--- src/rtl/result_mux_pkg.sv ---
// rtl/result_mux_pkg.sv - shared defaults, error-counter constants and select helper
package result_mux_pkg;
  localparam int DEF_WIDTH   = 32;
  localparam int DEF_N_UNITS = 3;
  localparam int DEF_DEPTH   = 2;
  localparam int ERR_CNT_W   = 16;
  localparam logic [ERR_CNT_W-1:0] ERR_CNT_MAX = '1;
  localparam int MAX_UNITS   = 32;

  // Clearing the lowest set bit leaves zero only for zero-hot or one-hot vectors.
  function automatic logic onehot_ok(input logic [MAX_UNITS-1:0] vec);
    return (vec & (vec - MAX_UNITS'(1))) == '0;
  endfunction
endpackage

--- src/rtl/result_fifo.sv ---
// rtl/result_fifo.sv - synchronous FIFO with registered head word
module result_fifo #(
  parameter int WIDTH = 32,
  parameter int DEPTH = 2
) (
  input  logic                   clk,
  input  logic                   rst_n,
  input  logic                   push,
  input  logic [WIDTH-1:0]       push_data,
  input  logic                   pop,
  output logic                   full,
  output logic                   empty,
  output logic [$clog2(DEPTH):0] count,
  output logic [WIDTH-1:0]       head_data
);
  localparam int PTR_W = $clog2(DEPTH);

  logic [PTR_W-1:0] wr_ptr_q, wr_ptr_d, rd_ptr_q, rd_ptr_d;
  logic [PTR_W:0]   count_q, count_d;
  logic [WIDTH-1:0] mem_q [DEPTH];
  logic [WIDTH-1:0] mem_d [DEPTH];
  logic [WIDTH-1:0] head_q, head_d;
  logic             do_push, do_pop;

  assign full      = (count_q == (PTR_W+1)'(DEPTH));
  assign empty     = (count_q == '0);
  assign count     = count_q;
  assign head_data = head_q;
  assign do_push   = push && !full;
  assign do_pop    = pop && !empty;

  always_comb begin
    wr_ptr_d = wr_ptr_q;
    rd_ptr_d = rd_ptr_q;
    count_d  = count_q;
    mem_d    = mem_q;
    head_d   = head_q;
    if (do_push) begin
      mem_d[wr_ptr_q] = push_data;
      wr_ptr_d        = wr_ptr_q + PTR_W'(1);
    end
    if (do_pop) begin
      rd_ptr_d = rd_ptr_q + PTR_W'(1);
    end
    if (do_push && !do_pop) begin
      count_d = count_q + (PTR_W+1)'(1);
    end else if (!do_push && do_pop) begin
      count_d = count_q - (PTR_W+1)'(1);
    end
    // Head is registered so it keeps the last shown word once the FIFO drains.
    if (count_d != '0) begin
      head_d = mem_d[rd_ptr_d];
    end
  end

  always_ff @(posedge clk or negedge rst_n) begin
    if (!rst_n) begin
      wr_ptr_q <= '0;
      rd_ptr_q <= '0;
      count_q  <= '0;
      head_q   <= '0;
      for (int i = 0; i < DEPTH; i++) begin
        mem_q[i] <= '0;
      end
    end else begin
      wr_ptr_q <= wr_ptr_d;
      rd_ptr_q <= rd_ptr_d;
      count_q  <= count_d;
      head_q   <= head_d;
      mem_q    <= mem_d;
    end
  end
endmodule

--- src/rtl/result_mux_pipe.sv ---
// rtl/result_mux_pipe.sv - one-hot OR-combine of unit results into a buffered stream
module result_mux_pipe
  import result_mux_pkg::*;
#(
  parameter int WIDTH   = DEF_WIDTH,
  parameter int N_UNITS = DEF_N_UNITS,
  parameter int DEPTH   = DEF_DEPTH
) (
  input  logic                 clk,
  input  logic                 rst_n,
  input  logic [N_UNITS-1:0]   in_valid,
  input  logic [WIDTH-1:0]     in_data [N_UNITS-1:0],
  output logic                 in_ready,
  output logic                 out_valid,
  output logic [WIDTH-1:0]     out_data,
  input  logic                 out_ready,
  input  logic                 err_clr,
  output logic                 err_multi,
  output logic [ERR_CNT_W-1:0] err_count
);
  localparam int CNT_W = $clog2(DEPTH) + 1;

  logic [WIDTH-1:0]     word;
  logic                 push, pop, multi_hot;
  logic                 fifo_full, fifo_empty;
  logic [CNT_W-1:0]     fifo_count;
  logic                 err_multi_q, err_multi_d;
  logic [ERR_CNT_W-1:0] err_count_q, err_count_d;

  always_comb begin
    word = '0;
    for (int i = 0; i < N_UNITS; i++) begin
      if (in_valid[i]) begin
        word = word | in_data[i];
      end
    end
  end

  assign in_ready  = (fifo_count < CNT_W'(DEPTH));
  assign push      = !fifo_full && (|in_valid);
  assign pop       = !fifo_empty && out_ready;
  assign out_valid = !fifo_empty;
  assign multi_hot = push && !onehot_ok(MAX_UNITS'(in_valid));

  result_fifo #(
    .WIDTH(WIDTH),
    .DEPTH(DEPTH)
  ) u_fifo (
    .clk      (clk),
    .rst_n    (rst_n),
    .push     (push),
    .push_data(word),
    .pop      (pop),
    .full     (fifo_full),
    .empty    (fifo_empty),
    .count    (fifo_count),
    .head_data(out_data)
  );

  // A clear coinciding with a new collision still records that collision.
  always_comb begin
    err_multi_d = err_multi_q;
    err_count_d = err_count_q;
    if (err_clr) begin
      err_multi_d = 1'b0;
      err_count_d = '0;
    end
    if (multi_hot) begin
      err_multi_d = 1'b1;
      if (err_count_d != ERR_CNT_MAX) begin
        err_count_d = err_count_d + ERR_CNT_W'(1);
      end
    end
  end

  always_ff @(posedge clk or negedge rst_n) begin
    if (!rst_n) begin
      err_multi_q <= 1'b0;
      err_count_q <= '0;
    end else begin
      err_multi_q <= err_multi_d;
      err_count_q <= err_count_d;
    end
  end

  assign err_multi = err_multi_q;
  assign err_count = err_count_q;
endmodule

--- config.mk ---
export PLATFORM = sky130hd
export DESIGN_NAME = result_mux_pipe
export DESIGN_NICKNAME = d
export VERILOG_FILES = /design/src/rtl/result_mux_pkg.sv /design/src/rtl/result_fifo.sv /design/src/rtl/result_mux_pipe.sv
export SDC_FILE = /design/constraint.sdc
export NUM_CORES = 1
export LEC_CHECK = 0
export ABC_AREA = 1
export BUFFER_PORTS_ARGS = -buffer_cell sky130_fd_sc_hd__clkbuf_2
export CAP_MARGIN = 20
export CORE_MARGIN = 2
export CORE_UTILIZATION = 35
export DETAILED_ROUTE_END_ITERATION = 7
export HOLD_SLACK_MARGIN = 0.03
export SLEW_MARGIN = 15
export SYNTH_ARGS = -nofsm -noshare
export SYNTH_HDL_FRONTEND = slang
export SYNTH_HIERARCHICAL = 1
export SYNTH_SLANG_ARGS = --single-unit
--- constraint.sdc ---
create_clock -name clk -period 2.5 [get_ports clk]
set_input_delay 0.25 -clock clk [delete_from_list [all_inputs] [get_ports clk]]
set_output_delay 0.25 -clock clk [all_outputs]
set_load 0.01 [all_outputs]
==> results.cfg <==
[sta]
slew_viol_final = 0
max_freq_mhz = 456
holdWs_ps = 167
skew_ps = 9.96
relSlewSlack_pct = 56.3
finalHoldViolCount = 0
period_minus_slack_ps = 2190
rsz0062_at_grt = false
fin_crit_sh_pct = 87.7
worst_slew_pin_slew_ps = 654
setup_viol = 0
tns_ps = 0

[final_layout]
layout.cells.most_common_list = nand2_1 (454), clkbuf_2 (152), dfrtp_1 (117), nand3_1 (114), inv_1 (97)
final_common_cell = nand2_1
multi_input_area_um2 = 3250
n_antenna_cell = 0
nFillCells = 1982
regArea_um2 = 2930
final_layout_size_suffix_gt1_share_pct = 22.4
nets = 1220
final_area_um2 = 8530
finalCoreUtilization_pct = 44.1
area_growth_pct = 24.8

[placed_design]
gp_congestion = 0.806
dp_hpwl_um = 13100
io_buffers = 153
dpl-instance-area_um2 = 7860

[floorplan]
io_pins = 154
num_rows = 51
core_area_um2 = 19300
start_util_pct = 35.4
dieArea_um2 = 20700
die_w_um = 144
die_h_um = 144

[routing]
routed_via_density = 4.62
detail-route-antenna-nets = 0
drt_wl_total_um = 18800
drt-pass1-iter-count = 7
drtIter0Drc = 321
vias = 6433
remaining_drc_errors = 0
routedWlPerCell_um = 13.5

[synthesis]
synth_top_flop_cell = dfrtp_1
synth_seq_area_share_pct = 42.8
synth_mux_area_share_pct = 0
yosysWarnings = 6
synth_fa_ha_area_share_pct = 0.549
avgSynthCellArea_um2 = 7.06
synth_xor_area_share_pct = 0.988
yosys.area_share.simple_pct = 40.9
syn_area_um2 = 6840
synthDistinctLibCells = 31
synth_top_family_by_area = simple AND/OR/NAND/NOR gates
syn-num-nets = 1074
ys_ff_latch = 117
synth_edf_count = 0
synth_compound_gate_area_share_pct = 4.59
ys_async_sr_fraction_pct = 100
syn-instance-count = 968

[clock_network]
clk_pin_slew_ps = 50
numCtsBuffers = 17
htreeDepth = 4
clk_latency_ps = 410
cts_root_buf = clkbuf_16
post-cts-setup-buffers = 0
tritoncts = yes
clkSinkCount = 117
cts_buffer_depth = 2

[global_routing]
grt_pass1_wl_um = 31100
grt_overflow = 0
antenna_found_initial = 0
grt_max_degree = 57
grt.total_usage_pct = 19.3
grt_pass1_vias = 6122

[worst_setup_path]
critPathLaunchType = register
rrSetupSlack_ps = 310
crit_path_top_delay_cell = dfrtp_1
r2r_end = u_fifo/head_data[19]$_DFFE_PN0P_
crit_buf_inv = 1
rr_worst_depth = 10
cp_common_cell = nand2_1
crit_required_ps = 2800
cp.arrival_ps = 2490
critical_path.top_delay_family = simple AND/OR/NAND/NOR gates
cp_max_fo = 32
endpoint_kind = register
reg2reg_from = u_fifo/count[1]$_DFF_PN0_
max_stage_delay_ps = 370
crit_type = reg2reg
crit_path_cell_trace = inv_1 -> ha_1 -> nor2_1 -> nand2_2 -> nand2_1 -> nand3_1 -> nand2_4 -> nand2_4 -> nand2_1 -> nand2_1

[min_path]
worstHoldStart = err_clr
hold_path_depth = 4
min_path_type = in2reg
min_to = err_count[1]$_DFF_PN0_

[power_and_ir_drop]
p_leak_uw = 0.00479
clkPwrFrac_pct = 23.4
p_seq_share_pct = 27.4
pwr_density_cell_nw_per_um2 = 1380
p_int_uw = 6740
switching_share_pct = 43.0
power.total_uw = 11800
combPwrFrac_pct = 49.2
ir_drop_mv = 0.874
p_switching_uw = 5070

[status]
status = finished, final reports clean

[job]
maxCapViolCount = 0
==> through the flow <==
step	std cells	setup WS, ps
final	1392	307
after global placement	1359	409
after CTS	1392	299
after detailed placement	1359	291
after global routing	1392	56.6
after floorplan	968	689
==> cells by family (layout without fill, tap and decap cells) <==
| kind of cell | after synthesis | in the layout |
|---|---|---|
| AND/OR/NAND/NOR | 643 | 643 |
| buffers and inverters | 153 | 312 |
| flip-flops | 117 | 117 |
| AO/OA/AOI/OAI | 46 | 46 |
| XOR/XNOR | 6 | 6 |
| adder cells (fa/ha/maj) | 3 | 3 |
==> synthesized netlist by cell type, drive strengths merged, types with 3 or more instances <==
cell    instances  area (µm²)
dfrtp         117        2930
ha              3        37.5
clkbuf         10        37.5
inv           104         390
nand3b          3        22.5
nor2           47         278
nand4           7        58.8
nand3         118         618
xor2            3        33.8
o21a           32         240
nand2         468        1820
xnor2           3        33.8
buf            38         254
o21ai          13        65.1
==> power by group through the flow <==
stage | Clock [µW] | Combinational (µW) | Sequential, µW
6_report | 2760 | 5810 | 3230
5_1_grt | 2900 | 6660 | 3330
4_1_cts | 2810 | 5880 | 3240
3_5_place_dp | 0 | 5860 | 3260
3_3_place_gp | 0 | 5750 | 3260
2_1_floorplan | 0 | 4150 | 3280
==> cell type report <==
type / count / area share (%)
clock buffer: 22 / 5.44
sequential: 117 / 34.3
inverter: 105 / 4.68
tap: 265 / 3.89
multi-input combinational: 698 / 38.1
clock inverter: 10 / 2.35
timing repair buffer: 175 / 11.3
==> routing by layer <==
layer | track usage (%) | wire (µm) | vias to the layer above
met5 | 0 | 0 | -
met4 | 5.52 | 285 | 0
met3 | 4.73 | 1060 | 18
met2 | 32.8 | 9050 | 145
met1 | 24.4 | 8360 | 2991
li1 | - | - | 3279
==> worst max path at each step <==
stage	startpoint	end	cells past startpoint	slack, ps
2_1_floorplan	err_clr	err_count[0]$_DFF_PN0_	11	690
3_3_place_gp	u_fifo/count[1]$_DFF_PN0_	u_fifo/head_data[19]$_DFFE_PN0P_	10	410
3_5_place_dp	u_fifo/count[1]$_DFF_PN0_	u_fifo/head_data[19]$_DFFE_PN0P_	10	290
4_1_cts	u_fifo/count[1]$_DFF_PN0_	u_fifo/head_data[19]$_DFFE_PN0P_	10	300
5_1_grt	u_fifo/count[1]$_DFF_PN0_	u_fifo/head_data[15]$_DFFE_PN0P_	10	60
6_report	u_fifo/count[1]$_DFF_PN0_	u_fifo/head_data[19]$_DFFE_PN0P_	10	310
==> worst min-delay path: stages <==
cell and delay (ps):
clkbuf_2 120, nor2_2 60, nand2_1 50, nand2_1 50
==> repair_timing <==
item | 4_1_cts | 5_1_grt
hold buffers | 1 | 0
gates resized for setup | 0 | 0
hold endpoints to repair | 34 | 0
endpoints found under the setup margin | 0 | 0
==> state kept, by name, indices dropped and copies added, names as in the netlist <==
signal	flops
u_fifo/wr_ptr_q	1
err_multi	1
u_fifo/head_data	32
u_fifo/count	2
u_fifo/mem_q	64
err_count	16
u_fifo/rd_ptr_q	1
No activity file was read; power rests on OpenSTA's default activity.
